--- src/rtl/timing_leak_monitor_if.sv ---
// Signal bundle between the two-copy multiplier harness and the timing leak
// monitor. The harness drives the trial inputs; the monitor drives the results.
interface timing_leak_monitor_if #(
    parameter int CNT_W  = 8,
    parameter int STAT_W = 16
);
    logic              start;
    logic              done_one;
    logic              done_two;
    logic              clear;
    logic              busy;
    logic              result_valid;
    logic [CNT_W-1:0]  lat_one;
    logic [CNT_W-1:0]  lat_two;
    logic              leak;
    logic              timeout;
    logic              leak_sticky;
    logic [STAT_W-1:0] trial_count;
    logic [STAT_W-1:0] leak_count;

    modport master (
        output start, done_one, done_two, clear,
        input  busy, result_valid, lat_one, lat_two, leak, timeout,
               leak_sticky, trial_count, leak_count
    );

    modport slave (
        input  start, done_one, done_two, clear,
        output busy, result_valid, lat_one, lat_two, leak, timeout,
               leak_sticky, trial_count, leak_count
    );
endinterface

--- src/rtl/timing_leak_monitor.sv ---
// Timing leak monitor: measures the start-to-done latency of two multiplier
// copies started together, reports one result per trial with a leak flag when
// the latencies differ (or a copy never finishes), and keeps saturating
// trial/leak statistics plus a sticky leak flag.
module timing_leak_monitor #(
    parameter int CNT_W   = 8,
    parameter int TIMEOUT = 64,
    parameter int STAT_W  = 16
) (
    input logic                  clk,
    input logic                  rst,
    timing_leak_monitor_if.slave bus
);

    typedef enum logic [1:0] {
        IDLE,
        RUN,
        REPORT
    } state_t;

    localparam logic [CNT_W-1:0] TIMEOUT_C = CNT_W'(TIMEOUT);

    state_t            state, state_nxt;
    logic [CNT_W-1:0]  cnt, cnt_inc;
    logic              got_one, got_two;
    logic              cap_one, cap_two;
    logic              all_got, expired;
    logic              timed_out;
    logic [CNT_W-1:0]  lat_one_r, lat_two_r;
    logic              leak_now;
    logic [STAT_W-1:0] trial_r, leakc_r;
    logic              sticky_r;

    // State register.
    // NOTE: sequential state uses non-blocking assignments so every register
    // samples the pre-edge values of the others, independent of block order.
    always_ff @(posedge clk or negedge rst) begin
        if (!rst) state <= IDLE;
        else      state <= state_nxt;
    end

    // Next-state logic and capture conditions for the current RUN cycle.
    // NOTE: every signal gets a default first, so no path leaves it unassigned
    // and no latch is inferred.
    always_comb begin
        cnt_inc   = cnt + 1'b1;
        cap_one   = (state == RUN) && bus.done_one && !got_one;
        cap_two   = (state == RUN) && bus.done_two && !got_two;
        all_got   = (got_one || cap_one) && (got_two || cap_two);
        expired   = (cnt_inc == TIMEOUT_C);
        state_nxt = state;
        case (state)
            IDLE:    if (bus.start) state_nxt = RUN;
            RUN:     if (all_got || expired) state_nxt = REPORT;
            REPORT:  state_nxt = IDLE;
            default: state_nxt = IDLE;
        endcase
    end

    // Trial timing: cycle counter, first-done captures and timeout fill-in.
    always_ff @(posedge clk or negedge rst) begin
        if (!rst) begin
            cnt       <= '0;
            got_one   <= 1'b0;
            got_two   <= 1'b0;
            lat_one_r <= '0;
            lat_two_r <= '0;
            timed_out <= 1'b0;
        end else begin
            case (state)
                IDLE: begin
                    if (bus.start) begin
                        cnt       <= '0;
                        got_one   <= 1'b0;
                        got_two   <= 1'b0;
                        lat_one_r <= '0;
                        lat_two_r <= '0;
                        timed_out <= 1'b0;
                    end
                end
                RUN: begin
                    cnt <= cnt_inc;
                    if (cap_one) begin
                        lat_one_r <= cnt_inc;
                        got_one   <= 1'b1;
                    end
                    if (cap_two) begin
                        lat_two_r <= cnt_inc;
                        got_two   <= 1'b1;
                    end
                    // A copy still missing at the deadline reports all-ones.
                    if (expired && !all_got) begin
                        timed_out <= 1'b1;
                        if (!(got_one || cap_one)) lat_one_r <= '1;
                        if (!(got_two || cap_two)) lat_two_r <= '1;
                    end
                end
                default: ;
            endcase
        end
    end

    assign leak_now = (lat_one_r != lat_two_r) || timed_out;

    // Saturating statistics, updated once per REPORT; clear wins over the update.
    always_ff @(posedge clk or negedge rst) begin
        if (!rst) begin
            trial_r  <= '0;
            leakc_r  <= '0;
            sticky_r <= 1'b0;
        end else if (bus.clear) begin
            trial_r  <= '0;
            leakc_r  <= '0;
            sticky_r <= 1'b0;
        end else if (state == REPORT) begin
            if (trial_r != '1)             trial_r <= trial_r + 1'b1;
            if (leak_now && leakc_r != '1) leakc_r <= leakc_r + 1'b1;
            if (leak_now)                  sticky_r <= 1'b1;
        end
    end

    // Outputs are decoded from registers only; leak/timeout read as 0 outside REPORT.
    assign bus.busy         = (state == RUN);
    assign bus.result_valid = (state == REPORT);
    assign bus.lat_one      = lat_one_r;
    assign bus.lat_two      = lat_two_r;
    assign bus.leak         = (state == REPORT) && leak_now;
    assign bus.timeout      = (state == REPORT) && timed_out;
    assign bus.leak_sticky  = sticky_r;
    assign bus.trial_count  = trial_r;
    assign bus.leak_count   = leakc_r;

endmodule

--- src/flat_wrapper.sv ---
// flat-port wrapper written by rule: the top's interface ports become plain ports
module timing_leak_monitor_flat 
#(
    parameter int CNT_W   = 8,
    parameter int TIMEOUT = 64,
    parameter int STAT_W  = 16
)
  (clk, rst, bus_start, bus_done_one, bus_done_two, bus_clear, bus_busy, bus_result_valid, bus_lat_one, bus_lat_two, bus_leak, bus_timeout, bus_leak_sticky, bus_trial_count, bus_leak_count);
  timing_leak_monitor_if #(.CNT_W(CNT_W), .STAT_W(STAT_W)) bus_i ();
  input logic clk;
  input logic rst;
  input wire logic [$bits(bus_i.start)-1:0] bus_start;
  input wire logic [$bits(bus_i.done_one)-1:0] bus_done_one;
  input wire logic [$bits(bus_i.done_two)-1:0] bus_done_two;
  input wire logic [$bits(bus_i.clear)-1:0] bus_clear;
  output wire logic [$bits(bus_i.busy)-1:0] bus_busy;
  output wire logic [$bits(bus_i.result_valid)-1:0] bus_result_valid;
  output wire logic [$bits(bus_i.lat_one)-1:0] bus_lat_one;
  output wire logic [$bits(bus_i.lat_two)-1:0] bus_lat_two;
  output wire logic [$bits(bus_i.leak)-1:0] bus_leak;
  output wire logic [$bits(bus_i.timeout)-1:0] bus_timeout;
  output wire logic [$bits(bus_i.leak_sticky)-1:0] bus_leak_sticky;
  output wire logic [$bits(bus_i.trial_count)-1:0] bus_trial_count;
  output wire logic [$bits(bus_i.leak_count)-1:0] bus_leak_count;
  assign bus_i.start = bus_start;
  assign bus_i.done_one = bus_done_one;
  assign bus_i.done_two = bus_done_two;
  assign bus_i.clear = bus_clear;
  assign bus_busy = bus_i.busy;
  assign bus_result_valid = bus_i.result_valid;
  assign bus_lat_one = bus_i.lat_one;
  assign bus_lat_two = bus_i.lat_two;
  assign bus_leak = bus_i.leak;
  assign bus_timeout = bus_i.timeout;
  assign bus_leak_sticky = bus_i.leak_sticky;
  assign bus_trial_count = bus_i.trial_count;
  assign bus_leak_count = bus_i.leak_count;
  timing_leak_monitor #(.CNT_W(CNT_W), .TIMEOUT(TIMEOUT), .STAT_W(STAT_W)) u_core (.clk(clk), .rst(rst), .bus(bus_i));
endmodule
--- config.mk ---
export PLATFORM = sky130hd
export DESIGN_NAME = timing_leak_monitor_flat
export DESIGN_NICKNAME = d
export VERILOG_FILES = /design/src/rtl/timing_leak_monitor_if.sv /design/src/rtl/timing_leak_monitor.sv /design/src/flat_wrapper.sv
export SDC_FILE = /design/constraint.sdc
export NUM_CORES = 1
export LEC_CHECK = 0
export BUFFER_PORTS_ARGS = -buffer_cell sky130_fd_sc_hd__buf_2
export CAP_MARGIN = 20
export CORE_MARGIN = 2
export CORE_UTILIZATION = 56
export CTS_CLUSTER_DIAMETER = 150
export DETAILED_ROUTE_END_ITERATION = 10
export GPL_ROUTABILITY_DRIVEN = 0
export PLACE_DENSITY = 0.86
export SLEW_MARGIN = 30
export SYNTH_ARGS = -nofsm -noshare
export SYNTH_HDL_FRONTEND = slang
export SYNTH_SLANG_ARGS = --single-unit
--- constraint.sdc ---
create_clock -name clk -period 2.3 [get_ports clk]
set_clock_uncertainty 0.1 [all_clocks]
set_input_delay 0 -clock clk [delete_from_list [all_inputs] [get_ports clk]]
set_output_delay 0 -clock clk [all_outputs]
set_load 0.02 [all_outputs]
Word-level counts from Yosys, hierarchy flattened:

Cells that the tools add are included.

* register bits: 62
* bits in latches: 0
* bits in writable memories: 0
* bits in read-only memories: 0
* bits of input ports: 6
* output and inout port bits: 53
* logic and storage cells: 83
* memories kept: 0

* $add $sub $neg: 3
* multiply operators: 0
* divide/modulo/power cells: 0
* $lt $le $gt $ge: 0
* equality and inequality tests: 11
* shift-type cells: 0
* mux-type cells: 29
* bitwise operators: 0
* reductions and logical operators: 30

Operators with widths (count)
* 2-to-1 mux 16 bit: 6
* 2-to-1 mux 8 bit: 7
* one-hot mux 8 bit (2 select lines): 3
* adder 16 x 1 -> 16 bit (second input constant): 2
* inequality test 16 bit (second input constant): 2
* AND reduction 2 bit: 5
* nonzero test 2 bit: 5
* logical AND 1 bit: 9
* AND reduction 3 bit: 3
* adder 8 x 1 -> 8 bit (second input constant): 1
* equality test 8 x 7 -> 1 bit (second input constant): 1
* inequality test 2 x 1 -> 1 bit (second input constant): 4
* inequality test 8 bit: 1
* 2-to-1 mux 1 bit: 7
* one-hot mux 1 bit (2 select lines): 3
* logical OR 1 bit: 4
* 2-to-1 mux 2 bit: 2
* one-hot mux 2 bit (2 select lines): 1
* logical NOT 1 bit: 3
* equality test 2 x 1 -> 1 bit (second input constant): 1
* equality test 2 bit (second input constant): 1
* logical NOT 2 bit: 1
* inequality test 2 bit (second input constant): 1

Longest topological paths before layout:

* depth in word-level cells: 9
* depth in mapped cells: 7
* depth with buffers taken out: 7

Worst setup path before layout:

OpenSTA, ideal clock, no wires.

* kind: reg2reg
* from: reg u_core.leakc_r[0], in the netlist u_core.bus.leak_count[0]
* to: reg u_core.leakc_r[15], in the netlist u_core.bus.leak_count[15]
* arrival time: 1.977 ns
* required time: 2.122 ns
* setup slack: 0.145 ns
* stages on the path, launching flop included: 8
* path buffers: 1
* clock period less this slack: 2.155 ns
* path through: dfrtp_1 -> ha_1 -> and4_1 -> and4bb_4 -> nand4b_4 -> buf_6 -> or4_1 -> a21oi_1

* longest elaborated chain between the ends: 4

RTL lines
* start, declared: RTL line timing_leak_monitor.sv:31 `logic [STAT_W-1:0] trial_r, leakc_r;`
* start signal, assigned: RTL line timing_leak_monitor.sv:117 `if (leak_now && leakc_r != '1) leakc_r <= leakc_r + 1'b1;`
* adder 16 x 1 -> 16 bit / inequality test 16 bit (equally long branches): RTL line timing_leak_monitor.sv:117
* 2-to-1 mux 16 bit / logical AND 1 bit (equally long branches): RTL line timing_leak_monitor.sv:117
* 2-to-1 mux 16 bit / nonzero test 2 bit (equally long branches)
* 2-to-1 mux 16 bit / AND reduction 2 bit (equally long branches)

Parallel ways exist; a longest one is shown, timed or not. The select of a mux whose other input is x is not followed.
A chain may end at the register's enable or synchronous reset.

Worst setup path after layout:

* from: reg u_core.leakc_r[1], in the netlist u_core.bus.leak_count[1]
* to: reg u_core.leakc_r[11], in the netlist u_core.bus.leak_count[11]

The elaborated chain is that of the path after synthesis.

==> reports/results.ini <==
[critical_path]
arrival_ps = 2380
ff2ff_setup_slack_ps = 90
critical_path_class = register to register
cp.required_ps = 2460
r2r_cells = 6
endpoint_kind = register
critPathMaxFanout = 7
rr_startpoint = u_core.bus.leak_count[1]
r2r-end = u_core.bus.leak_count[11]
cp-start-kind = register

[synth]
syn_nets = 359
synth.avg_cell_area_um2 = 9.626
synthArstFlopShare = 1.000
synthFlopType = dfrtp_1
yosysSeqAreaShare = 0.4618
synth_area_leaders = dfrtp_1 46%, nand2_1 4.6%, a21oi_1 3.7%
synth_area_um2 = 3359
synth_cell_types = 64
synth-edff-count = 0
synth_area_leader_cell = dfrtp_1
syn_inst = 349
yosys_register_bits = 62
yosysWarnings = 0
synth_top_area_share = 0.4618

[grt]
grt_pass1_vias = 2955
grt_max_degree = 63
grt_pass1_wl_um = 13680
track_usage = 0.2695
grt_overflow = 0
antenna_found_initial = 0

[detailed_routing]
ant_nets = 0
first_iter_violations = 296
wl_per_cell_um = 16.83
drt_first_pass_iters = 4
drt-total-wl_um = 8433
drc = 0
routed_via_density = 6.124
vias = 3068

[timing]
rsz0062_at_grt = false
fmax_mhz = 452.1
period_needed_ps = 2212
fin_ws_ps = 88.06
relSlewSlack = 0.4732
finalSetupViolations = 0
hold_viol = 0
whs_ps = 273.9
tightestPinTransition_ps = 790.2
maxSlewViolCount = 0
tns_ps = 0
period_share = 0.9617

[job]
max_cap_violations = 0

[finish]
utilization = 0.6811
nFillCells = 443
design_area_um2 = 3985
fin_cells = 501
drive_gt1_frac = 0.2394
multi_input_area_um2 = 1740
nets = 433
mostFrequentLayoutCells = 61 x dfrtp_1, 58 x buf_2, 41 x nand2_1
area.growth.synth_to_final_pct = 18.62
antennaDiodeCount = 0
layout_commonest_cell = dfrtp_1
regArea_um2 = 1553

[power_and_ir_drop]
power.density_nw_per_um2 = 852.9
p_total_mw = 3.399
p_leak_nw = 2.002
ir_drop_mv = 0.6379

[clocking]
cts_tree = done
cts_sinks = 62
root_buffer = clkbuf_8
h-tree-depth = 3
clock_path_buffers = 2
clk_latency_ps = 350
numCtsBuffers = 9
path_clk_slew_ps = 70

[floorplanning]
die_w_um = 81.46
io_pins = 59
start_util = 0.5742
rows = 28
dieArea_um2 = 6635
core-area_um2 = 5851
fp.dieH_um = 81.46

[placement]
dp_cells = 481
post_dp_cell_area_um2 = 3759
dp_slack_ps = 114.6
io_buffers = 58
dp_hpwl_um = 5751

[min_path]
hp-class = input pin to async pin

[run_status]
status = complete, no violations

layer usage:
layer  vias up  share of wire  track usage
met1      1497           0.43       0.3357
met5         -              0            0
met3        12          0.069      0.06813
li1       1439              -            -
met2       120           0.49       0.4549
met4         0          0.014      0.09492
critical path, stage by stage (launching register included):
cell and delay (ps):
dfrtp_2 460, ha_1 250, and4_1 230, and4bb_4 210
nand4b_4 200, or4_1 490, a21oi_1 190
repair_timing:
item                       4_1_cts  5_1_grt
setup endpoints to repair        0        4
hold buffers                     5        0
resized for setup                0        2
buffers inserted                 0        0
hold endpoints to repair        75        0
Yosys cell counts, drive strengths merged, types with 3 or more instances:
cell    count
nor2b       4
a21oi      25
a31oi       3
a22o        6
a32oi       3
buf         6
mux2        5
a22oi      12
nand3      14
dfrtp      62
nor3b       3
xor2       12
or4         9
nand2      41
nor2       30
or3         5
inv         8
nand2b      6
o21ai      10
or2         3
nand3b      4
a21o        3
ha          4
and4        4
nor3       12
xnor2       8
nand4       8
o31ai       8
clkbuf      4
final cells by class:
| type | count | share of cell area |
|---|---|---|
| timing repair buffer | 72 | 0.1024 |
| clock buffer | 12 | 0.03642 |
| sequential | 62 | 0.3896 |
| clock inverter | 2 | 0.002512 |
| multi-input combinational | 269 | 0.4367 |
| inverter | 9 | 0.008791 |
| tap | 75 | 0.02355 |
how the worst max path moves through the flow:
stage | startpoint | end | slack (ps) | cells after the start
final | u_core.bus.leak_count[1] | u_core.bus.leak_count[11] | 90 | 6
after global routing | u_core.bus.leak_count[1] | u_core.bus.leak_count[11] | 20 | 6
after CTS | u_core.bus.leak_count[1] | u_core.bus.leak_count[11] | 60 | 6
after floorplan | u_core.bus.leak_count[0] | u_core.bus.leak_count[15] | 140 | 7
after global placement | u_core.bus.leak_count[1] | u_core.bus.leak_count[13] | 220 | 6
after detailed placement | u_core.bus.leak_count[1] | u_core.bus.leak_count[11] | 110 | 6
flip-flops by register name, summed over array words and instances (netlist names):
signal / cells
u_core.got_two: 1
u_core.bus.lat_two: 8
u_core.bus.leak_sticky: 1
u_core.bus.lat_one: 8
u_core.got_one: 1
u_core.bus.leak_count: 16
u_core.cnt: 8
u_core.state: 2
u_core.timed_out: 1
u_core.bus.trial_count: 16
power by group:
| group | internal [mW] | switching [mW] |
|---|---|---|
| registers | 1.21 | 0.156 |
| clock network | 0.406 | 0.412 |
| logic | 0.421 | 0.793 |
kinds of logic after synthesis:
kind of cell,count (synthesis),synth area share
fa+ha+maj,4,0.01490
simple gates,154,0.2544
xor+xnor,20,0.05214
compound gates,83,0.1680
mux,7,0.02272
buf+inv,19,0.02607
flops,62,0.4618
Note: power is estimated with default switching activity, not from simulation.
